[src/rtl/i2c_codec_pkg.sv]
// Shared types and constants for the WM8731-style I2C control-port responder.
package i2c_codec_pkg;

    typedef enum logic [2:0] {
        ST_IDLE,
        ST_ADDR,
        ST_ACK_A,
        ST_BYTE1,
        ST_ACK_1,
        ST_BYTE2,
        ST_ACK_2,
        ST_IGNORE
    } i2c_state_t;

    localparam logic [6:0]  DEV_ADDR_DEFAULT = 7'h1A;
    localparam logic [6:0]  RESET_REG        = 7'h0F;
    localparam logic [3:0]  ACTIVE_REG       = 4'd9;
    localparam int unsigned REG_AW           = 4;

    // Power-on register contents, entry 0 in the least significant slot.
    localparam logic [15:0][8:0] REG_DEFAULTS = {
        9'h000, 9'h000, 9'h000, 9'h000,
        9'h000, 9'h000, 9'h000, 9'h000,
        9'h00A, 9'h09F, 9'h008, 9'h00A,
        9'h079, 9'h079, 9'h097, 9'h097
    };

endpackage

[src/rtl/i2c_line_filter.sv]
// Synchronizes one raw I2C line, suppresses short glitches and flags edges
// of the filtered level.
module i2c_line_filter #(
    parameter int unsigned FILT_LEN = 3
) (
    input  logic clk_sys,
    input  logic reset,
    input  logic line_in,
    output logic level,
    output logic rise,
    output logic fall
);

    localparam int unsigned CNT_W = $clog2(FILT_LEN + 1);

    logic [1:0]       sync_q;
    logic [CNT_W-1:0] cnt_q;

    // Two-stage synchronizer; an idle bus reads high.
    always_ff @(posedge clk_sys or posedge reset) begin
        if (reset) begin
            sync_q <= '1;
        end else begin
            sync_q <= {sync_q[0], line_in};
        end
    end

    // The first differing sample arms the counter; the level only flips once
    // FILT_LEN further samples agree, so pulses up to FILT_LEN cycles are lost.
    always_ff @(posedge clk_sys or posedge reset) begin
        if (reset) begin
            level <= 1'b1;
            cnt_q <= '0;
            rise  <= 1'b0;
            fall  <= 1'b0;
        end else begin
            rise <= 1'b0;
            fall <= 1'b0;
            if (sync_q[1] == level) begin
                cnt_q <= '0;
            end else if (cnt_q == CNT_W'(FILT_LEN)) begin
                level <= sync_q[1];
                cnt_q <= '0;
                rise  <= sync_q[1];
                fall  <= ~sync_q[1];
            end else begin
                cnt_q <= cnt_q + 1'b1;
            end
        end
    end

endmodule

[src/rtl/i2c_codec_slave.sv]
// Write-only I2C responder standing in for the WM8731 control port: decodes
// address + two data bytes, ACKs them and commits into a 16x9 register file.
module i2c_codec_slave
    import i2c_codec_pkg::*;
#(
    parameter logic [6:0]  DEV_ADDR = DEV_ADDR_DEFAULT,
    parameter int unsigned NUM_REGS = 16,
    parameter int unsigned FILT_LEN = 3
) (
    input  logic       clk_sys,
    input  logic       reset,
    input  logic       scl_in,
    input  logic       sda_in,
    output logic       sda_oe,
    output logic       wr_valid,
    output logic [6:0] wr_reg,
    output logic [8:0] wr_data,
    input  logic [3:0] rd_addr,
    output logic [8:0] rd_data,
    output logic       codec_active,
    output logic       busy
);

    logic scl_lvl, scl_rise, scl_fall;
    logic sda_lvl, sda_rise, sda_fall;

    i2c_line_filter #(.FILT_LEN(FILT_LEN)) u_scl_filt (
        .clk_sys (clk_sys),
        .reset   (reset),
        .line_in (scl_in),
        .level   (scl_lvl),
        .rise    (scl_rise),
        .fall    (scl_fall)
    );

    i2c_line_filter #(.FILT_LEN(FILT_LEN)) u_sda_filt (
        .clk_sys (clk_sys),
        .reset   (reset),
        .line_in (sda_in),
        .level   (sda_lvl),
        .rise    (sda_rise),
        .fall    (sda_fall)
    );

    i2c_state_t  state_q, state_d;
    logic [3:0]  bit_cnt_q;
    logic [7:0]  shreg_q;
    logic [7:0]  byte1_q;
    logic        sda_oe_q, sda_oe_d;
    logic        busy_q, busy_d;
    logic        commit;
    logic [8:0]  regs [NUM_REGS];

    logic start_ev, stop_ev, byte_full, addr_match;

    assign start_ev   = sda_fall & scl_lvl;
    assign stop_ev    = sda_rise & scl_lvl;
    assign byte_full  = (bit_cnt_q == 4'd8);
    assign addr_match = (shreg_q == {DEV_ADDR, 1'b0});

    // State register.
    always_ff @(posedge clk_sys or posedge reset) begin
        if (reset) begin
            state_q <= ST_IDLE;
        end else begin
            state_q <= state_d;
        end
    end

    // Next state: START/STOP override everything; byte/ACK phases advance on SCL falls.
    always_comb begin
        state_d = state_q;
        if (start_ev) begin
            state_d = ST_ADDR;
        end else if (stop_ev) begin
            state_d = ST_IDLE;
        end else if (scl_fall) begin
            case (state_q)
                ST_ADDR:  if (byte_full) state_d = addr_match ? ST_ACK_A : ST_IGNORE;
                ST_BYTE1: if (byte_full) state_d = ST_ACK_1;
                ST_BYTE2: if (byte_full) state_d = ST_ACK_2;
                ST_ACK_A: state_d = ST_BYTE1;
                ST_ACK_1: state_d = ST_BYTE2;
                ST_ACK_2: state_d = ST_IGNORE;
                default:  ;
            endcase
        end
    end

    // Outputs: next SDA drive and busy, plus the commit strobe at the last ACK's rising edge.
    always_comb begin
        sda_oe_d = sda_oe_q;
        busy_d   = busy_q;
        commit   = 1'b0;
        if (start_ev) begin
            sda_oe_d = 1'b0;
            busy_d   = 1'b1;
        end else if (stop_ev) begin
            sda_oe_d = 1'b0;
            busy_d   = 1'b0;
        end else begin
            if (scl_fall) begin
                case (state_q)
                    ST_ADDR:                      if (byte_full) sda_oe_d = addr_match;
                    ST_BYTE1, ST_BYTE2:           if (byte_full) sda_oe_d = 1'b1;
                    ST_ACK_A, ST_ACK_1, ST_ACK_2: sda_oe_d = 1'b0;
                    default:                      ;
                endcase
            end
            if (scl_rise && state_q == ST_ACK_2) begin
                commit = 1'b1;
            end
        end
    end

    // Bit shifter, byte capture and registered outputs.
    always_ff @(posedge clk_sys or posedge reset) begin
        if (reset) begin
            bit_cnt_q <= '0;
            shreg_q   <= '0;
            byte1_q   <= '0;
            sda_oe_q  <= 1'b0;
            busy_q    <= 1'b0;
            wr_valid  <= 1'b0;
            wr_reg    <= '0;
            wr_data   <= '0;
        end else begin
            sda_oe_q <= sda_oe_d;
            busy_q   <= busy_d;
            wr_valid <= commit;
            if (commit) begin
                wr_reg  <= byte1_q[7:1];
                wr_data <= {byte1_q[0], shreg_q};
            end
            if (start_ev || stop_ev) begin
                bit_cnt_q <= '0;
                shreg_q   <= '0;
            end else if (scl_rise && !byte_full &&
                         (state_q == ST_ADDR || state_q == ST_BYTE1 || state_q == ST_BYTE2)) begin
                shreg_q   <= {shreg_q[6:0], sda_lvl};
                bit_cnt_q <= bit_cnt_q + 4'd1;
            end else if (scl_fall &&
                         (state_q == ST_ACK_A || state_q == ST_ACK_1 || state_q == ST_ACK_2)) begin
                bit_cnt_q <= '0;
            end
            if (scl_fall && byte_full && state_q == ST_BYTE1) begin
                byte1_q <= shreg_q;
            end
        end
    end

    // Register file: updated the cycle after wr_valid; the reset register reloads every default.
    always_ff @(posedge clk_sys or posedge reset) begin
        if (reset) begin
            for (int unsigned i = 0; i < NUM_REGS; i++) begin
                regs[i] <= REG_DEFAULTS[i[REG_AW-1:0]];
            end
        end else if (wr_valid) begin
            if (wr_reg == RESET_REG) begin
                for (int unsigned i = 0; i < NUM_REGS; i++) begin
                    regs[i] <= REG_DEFAULTS[i[REG_AW-1:0]];
                end
            end else if (32'(wr_reg) < NUM_REGS) begin
                regs[wr_reg[REG_AW-1:0]] <= wr_data;
            end
        end
    end

    assign sda_oe       = sda_oe_q;
    assign busy         = busy_q;
    assign rd_data      = regs[rd_addr];
    assign codec_active = regs[ACTIVE_REG][0];

endmodule

[config.mk]
export PLATFORM = sky130hd
export DESIGN_NAME = i2c_codec_slave
export DESIGN_NICKNAME = d
export VERILOG_FILES = /design/src/rtl/i2c_codec_pkg.sv /design/src/rtl/i2c_line_filter.sv /design/src/rtl/i2c_codec_slave.sv
export SDC_FILE = /design/constraint.sdc
export NUM_CORES = 1
export LEC_CHECK = 0
export ABC_AREA = 1
export CORE_MARGIN = 8
export CORE_UTILIZATION = 35
export DETAILED_ROUTE_END_ITERATION = 10
export PLACE_DENSITY = 0.61
export SLEW_MARGIN = 20
export SYNTH_ARGS = -nofsm -noshare
export SYNTH_HDL_FRONTEND = slang
export SYNTH_HIERARCHICAL = 1
export SYNTH_SLANG_ARGS = --single-unit
[constraint.sdc]
create_clock -name clk_sys -period 11.43 [get_ports clk_sys]
set_input_delay 2.286 -clock clk_sys [delete_from_list [all_inputs] [get_ports clk_sys]]
set_output_delay 2.286 -clock clk_sys [all_outputs]
set_load 0.01 [all_outputs]
==> metrics, run 1 <==
routed wire length 26700 um; CP Data Required Time 9140 ps; maximum VDD drop 0.104 mV; PortBufs 36; synthesized area per cell 7.87 um2; critical-path cell list clkdlybuf4s50_1 -> clkinv_1 -> nand3_1 -> nand3_1 -> nand2_1 -> clkdlybuf4s50_1; Final Hold Fails 0; Final setup viols 0; Initial Util 35.7%; Die Wd 182 um; initial antenna violation count 0; Max Slew Vio Count 0; HP Class flip-flop to flip-flop; I/O pin total 37; Yosys warnings 6; hold_sp u_scl_filt/sync_q[0]; Fmax 139 MHz; fin crit share 62.9%; CP peak stage delay 960 ps; drt wl/cell 16.8 um; most numerous cell in the Yosys netlist nand2_1; number of synthesized flops with an enable pin 0; routability cong. 0.876; mean number of vias per cell 5.02; max_cap viols 0; Worst Max-Slew Pin Slew 939 ps; crit path DAT 4910 ps; Worst path slowest cell clkdlybuf4s50_1; post-synthesis sequential area ratio 52.5%; clock share of power 40.1%; post-cts hold buffer count 0; Setup crit start kind input pin; Flop pwr share 50.5%; FFs w/ async S/R, synth 100%; Leak Pwr 5.20 nW; top cell type by total area after synthesis dfrtp_1; Distinct cells, synth 32; Total GRT Usage 16.5%; Slew HR 37.4%; Worst Skew 15.4 ps; worst r2r dst regs[9]; area share of the largest cell type after synthesis 42.4%; post-route ant nets 0; GR Overflow Total 0; Iter 0 DRT Violations 842; clk sinks 200; Comb pwr share 9.4%; DRC 0; post-layout min period 7190 ps; postcts setup bufs 0; Post-Syn Nets 1233; number of global-route vias before repair 7748; CTS Buffer Depth 2; launching point of the worst reg2reg path wr_reg[5]; Top FF cell, synth dfrtp_1; final core occ 40.0%; largest net degree at the start of global routing 103; CTS Buf Count 17; first-pass GRT wire length 43100 um; WP buf/inv 3; Area contributors post-synth dfrtp_1 (42%), nand2_1 (14%), dfstp_2 (10%), o21ai_0 (6.2%), inv_1 (5.9%); worst skew pair latency 440 ps; 1st-pass router iterations 5; Root Driver clkbuf_16; Detailed Place HPWL 18300 um; Sw Share 27.6%; switching pwr 0.000411 W; worst r2r path cells 9; Worst R2R Setup Slack 9110 ps; cell internal pwr 0.00108 W; share of cells above drive strength 1 8.85%; Post-Synthesis Cell Area 9610 um2; #FFs+latches synth 200; Top Registers regs: 143 flops, wr_data: 9 flops; Post-Synthesis Cells 1221; Syn-to-layout area delta 12.2%; post-cts resize count 0; CP endpoint kind output port; final net count 1242; clock slew at reported path FFs 70 ps; pre-CTS WS 4280 ps; worst hold margin 356 ps; RSZ-0062 raised after global routing false; die area 33000 um2; max FFs per register 143; Hold Path Depth 0; Crit path max-delay family buffers and inverters; PwrDens 138 nW/um2; worst setup margin 4240 ps; Die Y 182 um; status complete, no violations; worst-case hold path end point u_scl_filt/sync_q[1]; antenna cells 0; H-tree Lvls 4; CTS tree done; top post-synthesis cells by count nand2_1 (354), dfrtp_1 (163), inv_1 (150), o21ai_0 (120), nand3_1 (100); row cnt 60; CP max FO 19; Largest Register regs; crit path from rd_addr[2]; core area 27000 um2; Setup CP Type input pin to output port; DR vias 7951; setup TNS 0 ps
-- cell type report --
type | instances | area (um2)
repair buffers | 42 | 402
well taps | 341 | 427
fillers | 2759 | 16200
multi-input cells | 814 | 3750
flip-flops and latches | 200 | 5050
inverters | 155 | 587
clock inverters | 13 | 130
clock buffers | 19 | 443
-- stage by stage --
stage / area [um2] / total power (W) / cells
6_report: 10800 / 0.00149 / 1584
3_5_place_dp: 10200 / 0.000903 / 1552
4_1_cts: 10800 / 0.00150 / 1584
3_3_place_gp: 10200 / 0.000900 / 1552
5_1_grt: 10800 / 0.00155 / 1584
2_1_floorplan: 9610 / 0.000861 / 1221
-- layout by cell type, fill, tap and decap left out, types with 2 or more instances in the layout --
cell type	synthesis	routed
dfrtp_1	163	163
nand2_2	9	9
clkbuf_16	0	17
nor2_1	86	86
a21oi_1	72	72
nor2_2	10	10
o211ai_1	31	31
o22ai_1	4	4
a21oi_2	2	2
clkinv_1	3	3
clkdlybuf4s50_1	0	34
clkinv_4	0	5
inv_2	2	2
nor2_4	6	6
nand2_1	354	354
inv_1	150	149
nor3_1	5	5
ha_1	4	4
nand4_1	2	2
dfstp_2	37	37
o21ai_0	120	120
inv_8	0	4
inv_6	0	3
buf_4	5	6
nand3_1	100	100
-- logic make-up (layout without fill, tap and decap cells) --
| group | after synthesis | in the layout | synth area share [%] |
|---|---|---|---|
| adders and majority gates | 4 | 4 | 0.521 |
| xor gates and xnor gates | 2 | 2 | 0.182 |
| and+or+nand+nor | 575 | 575 | 25.0 |
| buffers and inverters | 207 | 229 | 8.46 |
| DFF | 200 | 200 | 52.5 |
| AOI/OAI and AO/OA | 233 | 233 | 13.3 |
-- power groups by stage --
stage               clock network (W)  registers [W]  logic [W]
finish                       0.000596       0.000750   0.000140
global route                 0.000633       0.000753   0.000161
detailed placement                  0       0.000763   0.000140
CTS                          0.000608       0.000750   0.000140
floorplan                           0       0.000756   0.000105
global placement                    0       0.000763   0.000137
-- how the worst max path moves through the flow --
stage,end,slack [ps],cells past startpoint
global route,rd_data[7],3980,6
CTS,rd_data[2],4260,6
floorplan,bit_cnt_q[0],4140,1
detailed placement,rd_data[2],4280,6
finish,rd_data[2],4240,6
global placement,rd_data[2],4330,6
-- metal layers --
layer,track usage (%),part of all wire [%],vias up
met4,4.72,1.7,0
li1,-,-,3904
met5,0,0,-
met2,26.3,47,201
met3,3.59,5.4,31
met1,22.3,46,3815
No activity file was read; power rests on OpenSTA's default activity.
==> run 2, diff against run 1 <==
- clock period: 11.43 -> 6.85 ns (I/O delays scaled with it)
==> run 2 against run 1 <==
Clock skew fell by 3.3 ps. Critical path depth did not move. Worst setup slack got worse by 2700 ps. Clock-buffer cell count fell by 1. Wire length barely moved. Critical endpoint is now rd_data[0]. Largest power group unchanged.
==> metrics, run 2 (synthesis gave the netlist of run 1 again) <==
status complete, no violations; pre-CTS WS 1540 ps (-2730 ps); I/O pin total 37 (unchanged); Die Y 182 um (unchanged); final net count 1245 (+0.24%); CTS Buf Count 17 (unchanged); Final setup viols 0 (unchanged); Fmax 187 MHz; post-cts resize count 0 (unchanged); postcts setup bufs 0 (unchanged); post-cts hold buffer count 0 (unchanged); post-route ant nets 0 (unchanged); first-pass GRT wire length 43300 um (+0.56%); setup TNS 0 ps (unchanged); final core occ 40.1% (+0.11 points); Root Driver clkbuf_16; initial antenna violation count 0 (unchanged); number of global-route vias before repair 7781 (+0.43%); die area 33000 um2 (unchanged); placed cell area 10200 um2 (+0.22%); routed wire length 26700 um (about the same); row cnt 60 (unchanged); CTS Buffer Depth 2 (unchanged); max FFs per register 143 (unchanged); Leak Pwr 5.22 nW (+0.31%); leading cell type in the layout, fill and taps excluded nand2_1; GR Overflow Total 0 (unchanged); Top Registers regs: 143 flops, wr_data: 9 flops; Worst Skew 12.1 ps (-3.34 ps); CP Data Required Time 5480 ps (-3660 ps); Detailed Place HPWL 18300 um (+0.14%); drt wl/cell 16.8 um (-0.23%); largest net degree at the start of global routing 100 (-2.9%); routability cong. 0.859 (-2.0%); Syn-to-layout area delta 12.5%; Worst R2R Setup Slack 4590 ps (-4520 ps); PortBufs 36 (unchanged); crit path DAT 3980 ps (-930 ps); 1st-pass router iterations 5 (unchanged); worst setup margin 1500 ps (-2730 ps); Iter 0 DRT Violations 770 (-8.6%); Setup crit start kind input pin; Worst Max-Slew Pin Slew 914 ps (-24.7 ps); worst skew pair latency 430 ps (about the same); launching point of the worst reg2reg path wr_reg[5]; clk sinks 200 (unchanged); Die Wd 182 um (unchanged); most frequent cells in the layout nand2_1 (354), dfrtp_1 (163), inv_1 (149); CTS tree done; H-tree Lvls 4 (unchanged); core area 27000 um2 (unchanged); Initial Util 35.7% (unchanged); Design Area, Final 10800 um2 (+0.28%); maximum VDD drop 0.157 mV (+51%); max_cap viols 0 (unchanged); share of cells above drive strength 1 9.07% (+0.22 points); Total GRT Usage 16.5% (about the same); hold_sp u_scl_filt/sync_q[0]; Largest Register regs; antenna cells 0 (unchanged); worst r2r path cells 9 (unchanged); Slew HR 39.0% (+1.6 points); DR vias 7953 (+0.025%); HP Class flip-flop to flip-flop; mean number of vias per cell 5.01 (-0.16%); RSZ-0062 raised after global routing false; PwrDens 231 nW/um2 (+68%); Hold Path Depth 0 (unchanged); Max Slew Vio Count 0 (unchanged); Final Hold Fails 0 (unchanged); CP endpoint kind output port; fin crit share 78.1%; post-layout min period 5350 ps; worst r2r dst regs[9]; worst-case hold path end point u_scl_filt/sync_q[1]; Setup CP Type input pin to output port; CP max FO 19 (unchanged); clock slew at reported path FFs 60 ps (about the same); DRC 0 (unchanged)
==> run 2: area by class of cell <==
class	instances	area, um2
flip-flops and latches	200	5050
inverters	155	587
well taps	341	427
fillers	2773	16100
clock buffers	18	429
multi-input cells	814	3750
clock inverters	14	155
repair buffers	45	420
==> run 2: worst max path at each step <==
| stage | to | slack [ps] | startpoint | depth (start not counted) |
|---|---|---|---|---|
| global placement | rd_data[0] | 1610 | rd_addr[2] | 6 |
| global route | rd_data[2] | 1300 | rd_addr[2] | 6 |
| detailed placement | rd_data[2] | 1540 | rd_addr[2] | 6 |
| finish | rd_data[0] | 1500 | rd_addr[2] | 6 |
| CTS | rd_data[0] | 1530 | rd_addr[2] | 6 |
| floorplan | bit_cnt_q[0] | 470 | reset | 1 |
==> run 2: where the power goes <==
part / switching, W / internal [W] / leakage (nW) / total, W
sequential: 0.0000309 / 0.00122 / 2.65 / 0.00125
clock: 0.000493 / 0.000519 / 0.282 / 0.00101
combinational: 0.000154 / 0.0000791 / 2.29 / 0.000233
total: 0.000678 / 0.00182 / 5.22 / 0.00250
==> run 2: per-stage QoR <==
| stage | total power [W] | instances | hold WS, ps |
|---|---|---|---|
| global placement | 0.00150 | 1555 | 346 |
| global route | 0.00261 | 1587 | 362 |
| finish | 0.00250 | 1587 | 355 |
| detailed placement | 0.00151 | 1555 | 347 |
| CTS | 0.00252 | 1587 | 357 |
| floorplan | 0.00144 | 1221 | 345 |
==> run 2: worst max-delay path, cell delays in order <==
cell and delay, ps:
clkdlybuf4s50_1 970, clkinv_1 650, nand3_1 240, nand3_1 100, nand2_1 100, clkdlybuf4s50_1 540
==> run 2: routing by layer <==
metal / routed length, um / share of wire (%) / track usage, %
met5: 0 / 0 / 0
met1: 12400 / 46 / 22.7
met2: 12000 / 45 / 25.2
met3: 1540 / 5.8 / 3.61
met4: 749 / 2.8 / 6.07
==> run 3, diff against run 2 <==
- clock period: 6.85 -> 5.5 ns (I/O delays scaled with it)
==> run 3 against run 2 <==
Combinational power is 26% higher. Register-to-register slack worse by 1800 ps. Final cell count is the same. Core utilization is 0.098 points higher. Critical path type unchanged. Largest cell class unchanged. Largest power group unchanged.
==> metrics, run 3 (synthesis gave the netlist of run 1 again) <==
status complete, no violations; cell internal pwr 0.00227 W (+25%); max_cap viols 0 (unchanged); Setup CP Type input pin to output port; number of global-route vias before repair 7626 (-2.0%); routed wire length 26900 um (+0.97%); leading cell type in the layout, fill and taps excluded nand2_1; Initial Util 35.7% (unchanged); core area 27000 um2 (unchanged); Worst Max-Slew Pin Slew 1010 ps (+99.7 ps); CP endpoint kind output port; largest net degree at the start of global routing 163 (+63%); post-route ant nets 0 (unchanged); Multi-input gate area 3750 um2 (unchanged); Top Registers regs: 143 flops, wr_data: 9 flops; PwrDens 287 nW/um2 (+24%); CTS tree done; Hold Path Depth 0 (unchanged); mean number of vias per cell 5.09 (+1.6%); Setup crit start kind input pin; worst-case hold path end point u_scl_filt/sync_q[1]; routability cong. 0.929 (+8.2%); final core occ 40.2% (+0.098 points); launching point of the worst reg2reg path wr_reg[5]; switching pwr 0.000847 W (+25%); antenna cells 0 (unchanged); Sw Share 27.2% (about the same); RSZ-0062 raised after global routing false; Final setup viols 0 (unchanged); Fmax 230 MHz; max FFs per register 143 (unchanged); I/O pin total 37 (unchanged); Flop pwr share 50.0% (about the same); Syn-to-layout area delta 12.8%; H-tree Lvls 4 (unchanged); crit path DAT 3250 ps (-730 ps); Die Wd 182 um (unchanged); post-layout min period 4350 ps; Detailed Place HPWL 18400 um (+0.32%); post-cts hold buffer count 0 (unchanged); most frequent cells in the layout nand2_1 (354), dfrtp_1 (163), inv_1 (149); DRC 0 (unchanged); worst r2r path cells 8 (-1); HP Class flip-flop to flip-flop; Comb pwr share 9.4% (about the same); 1st-pass router iterations 5 (unchanged); drt wl/cell 17.0 um (+0.97%); Final Hold Fails 0 (unchanged); register area 5050 um2 (unchanged); CTS Buf Count 17 (unchanged); row cnt 60 (unchanged); clock slew at reported path FFs 80 ps (+20 ps); CP max FO 19 (unchanged); post-cts resize count 0 (unchanged); PortBufs 36 (unchanged); Root Driver clkbuf_16; Total GRT Usage 16.5% (about the same); worst r2r dst regs[9]; first-pass GRT wire length 43200 um (-0.30%); Slew HR 32.2% (-6.8 points); fin crit share 79.2%; CTS Buffer Depth 2 (unchanged); GR Overflow Total 0 (unchanged); setup TNS 0 ps (unchanged); Largest Register regs; DR vias 8080 (+1.6%); initial antenna violation count 0 (unchanged); clock share of power 40.6% (about the same); maximum VDD drop 0.206 mV (+31%); CP Data Required Time 4400 ps (-1080 ps); Worst R2R Setup Slack 2800 ps (-1790 ps); share of cells above drive strength 1 9.07% (unchanged); Max Slew Vio Count 0 (unchanged); FILL cells 2773 (unchanged); Leak Pwr 5.22 nW (about the same); Die Y 182 um (unchanged); Iter 0 DRT Violations 850 (+10%); worst skew pair latency 440 ps (about the same); Worst Skew 15.6 ps (+3.44 ps); die area 33000 um2 (unchanged); clk sinks 200 (unchanged); hold_sp u_scl_filt/sync_q[0]; postcts setup bufs 0 (unchanged); final net count 1245 (unchanged)
-- run 3: through the flow --
stage                     setup slack [ps]  hold WS [ps]  power (W)  instances  area, um2
final                                 1150           358    0.00312       1587      10800
after global routing                   992           367    0.00325       1587      10800
after CTS                             1160           359    0.00314       1587      10800
after detailed placement              1180           348    0.00188       1555      10300
after global placement                1230           346    0.00187       1555      10300
after floorplan                       2030           345    0.00179       1221       9620
-- run 3: worst max-delay path: stages --
cell and delay [ps]:
clkdlybuf4s50_1 460, buf_4 250, clkinv_1 460, nand3_1 250, nand3_1 90, nand2_1 100, clkdlybuf4s50_1 540
-- run 3: area by class of cell --
type / instances / area share (%)
Multi-Input combinational cell: 814 / 34.6
Clock inverter: 14 / 1.45
Inverter: 155 / 5.40
Tap cell: 341 / 3.93
Sequential cell: 200 / 46.6
Timing Repair Buffer: 45 / 4.11
Clock buffer: 18 / 3.96
-- run 3: worst max-delay path by stage --
stage	from	end	slack (ps)
2_1_floorplan	reset	bit_cnt_q[0]	2030
3_3_place_gp	rd_addr[2]	rd_data[7]	1230
3_5_place_dp	rd_addr[2]	rd_data[0]	1180
4_1_cts	rd_addr[2]	rd_data[0]	1160
5_1_grt	rd_addr[2]	rd_data[2]	990
6_report	rd_addr[2]	rd_data[0]	1150
-- run 3: layer usage --
metal	part of all wire (%)	GRT usage, %	up-vias
li1	-	-	3917
met5	0	0	-
met2	46	26.1	236
met3	6.7	3.91	36
met4	1.9	4.49	0
met1	45	22.5	3891
-- run 3: power groups by stage --
stage | registers [W] | clock network [W] | logic, W
after CTS | 0.00156 | 0.00129 | 0.000297
after global routing | 0.00157 | 0.00134 | 0.000341
after floorplan | 0.00157 | 0 | 0.000218
after detailed placement | 0.00159 | 0 | 0.000294
final | 0.00156 | 0.00127 | 0.000293
after global placement | 0.00158 | 0 | 0.000289
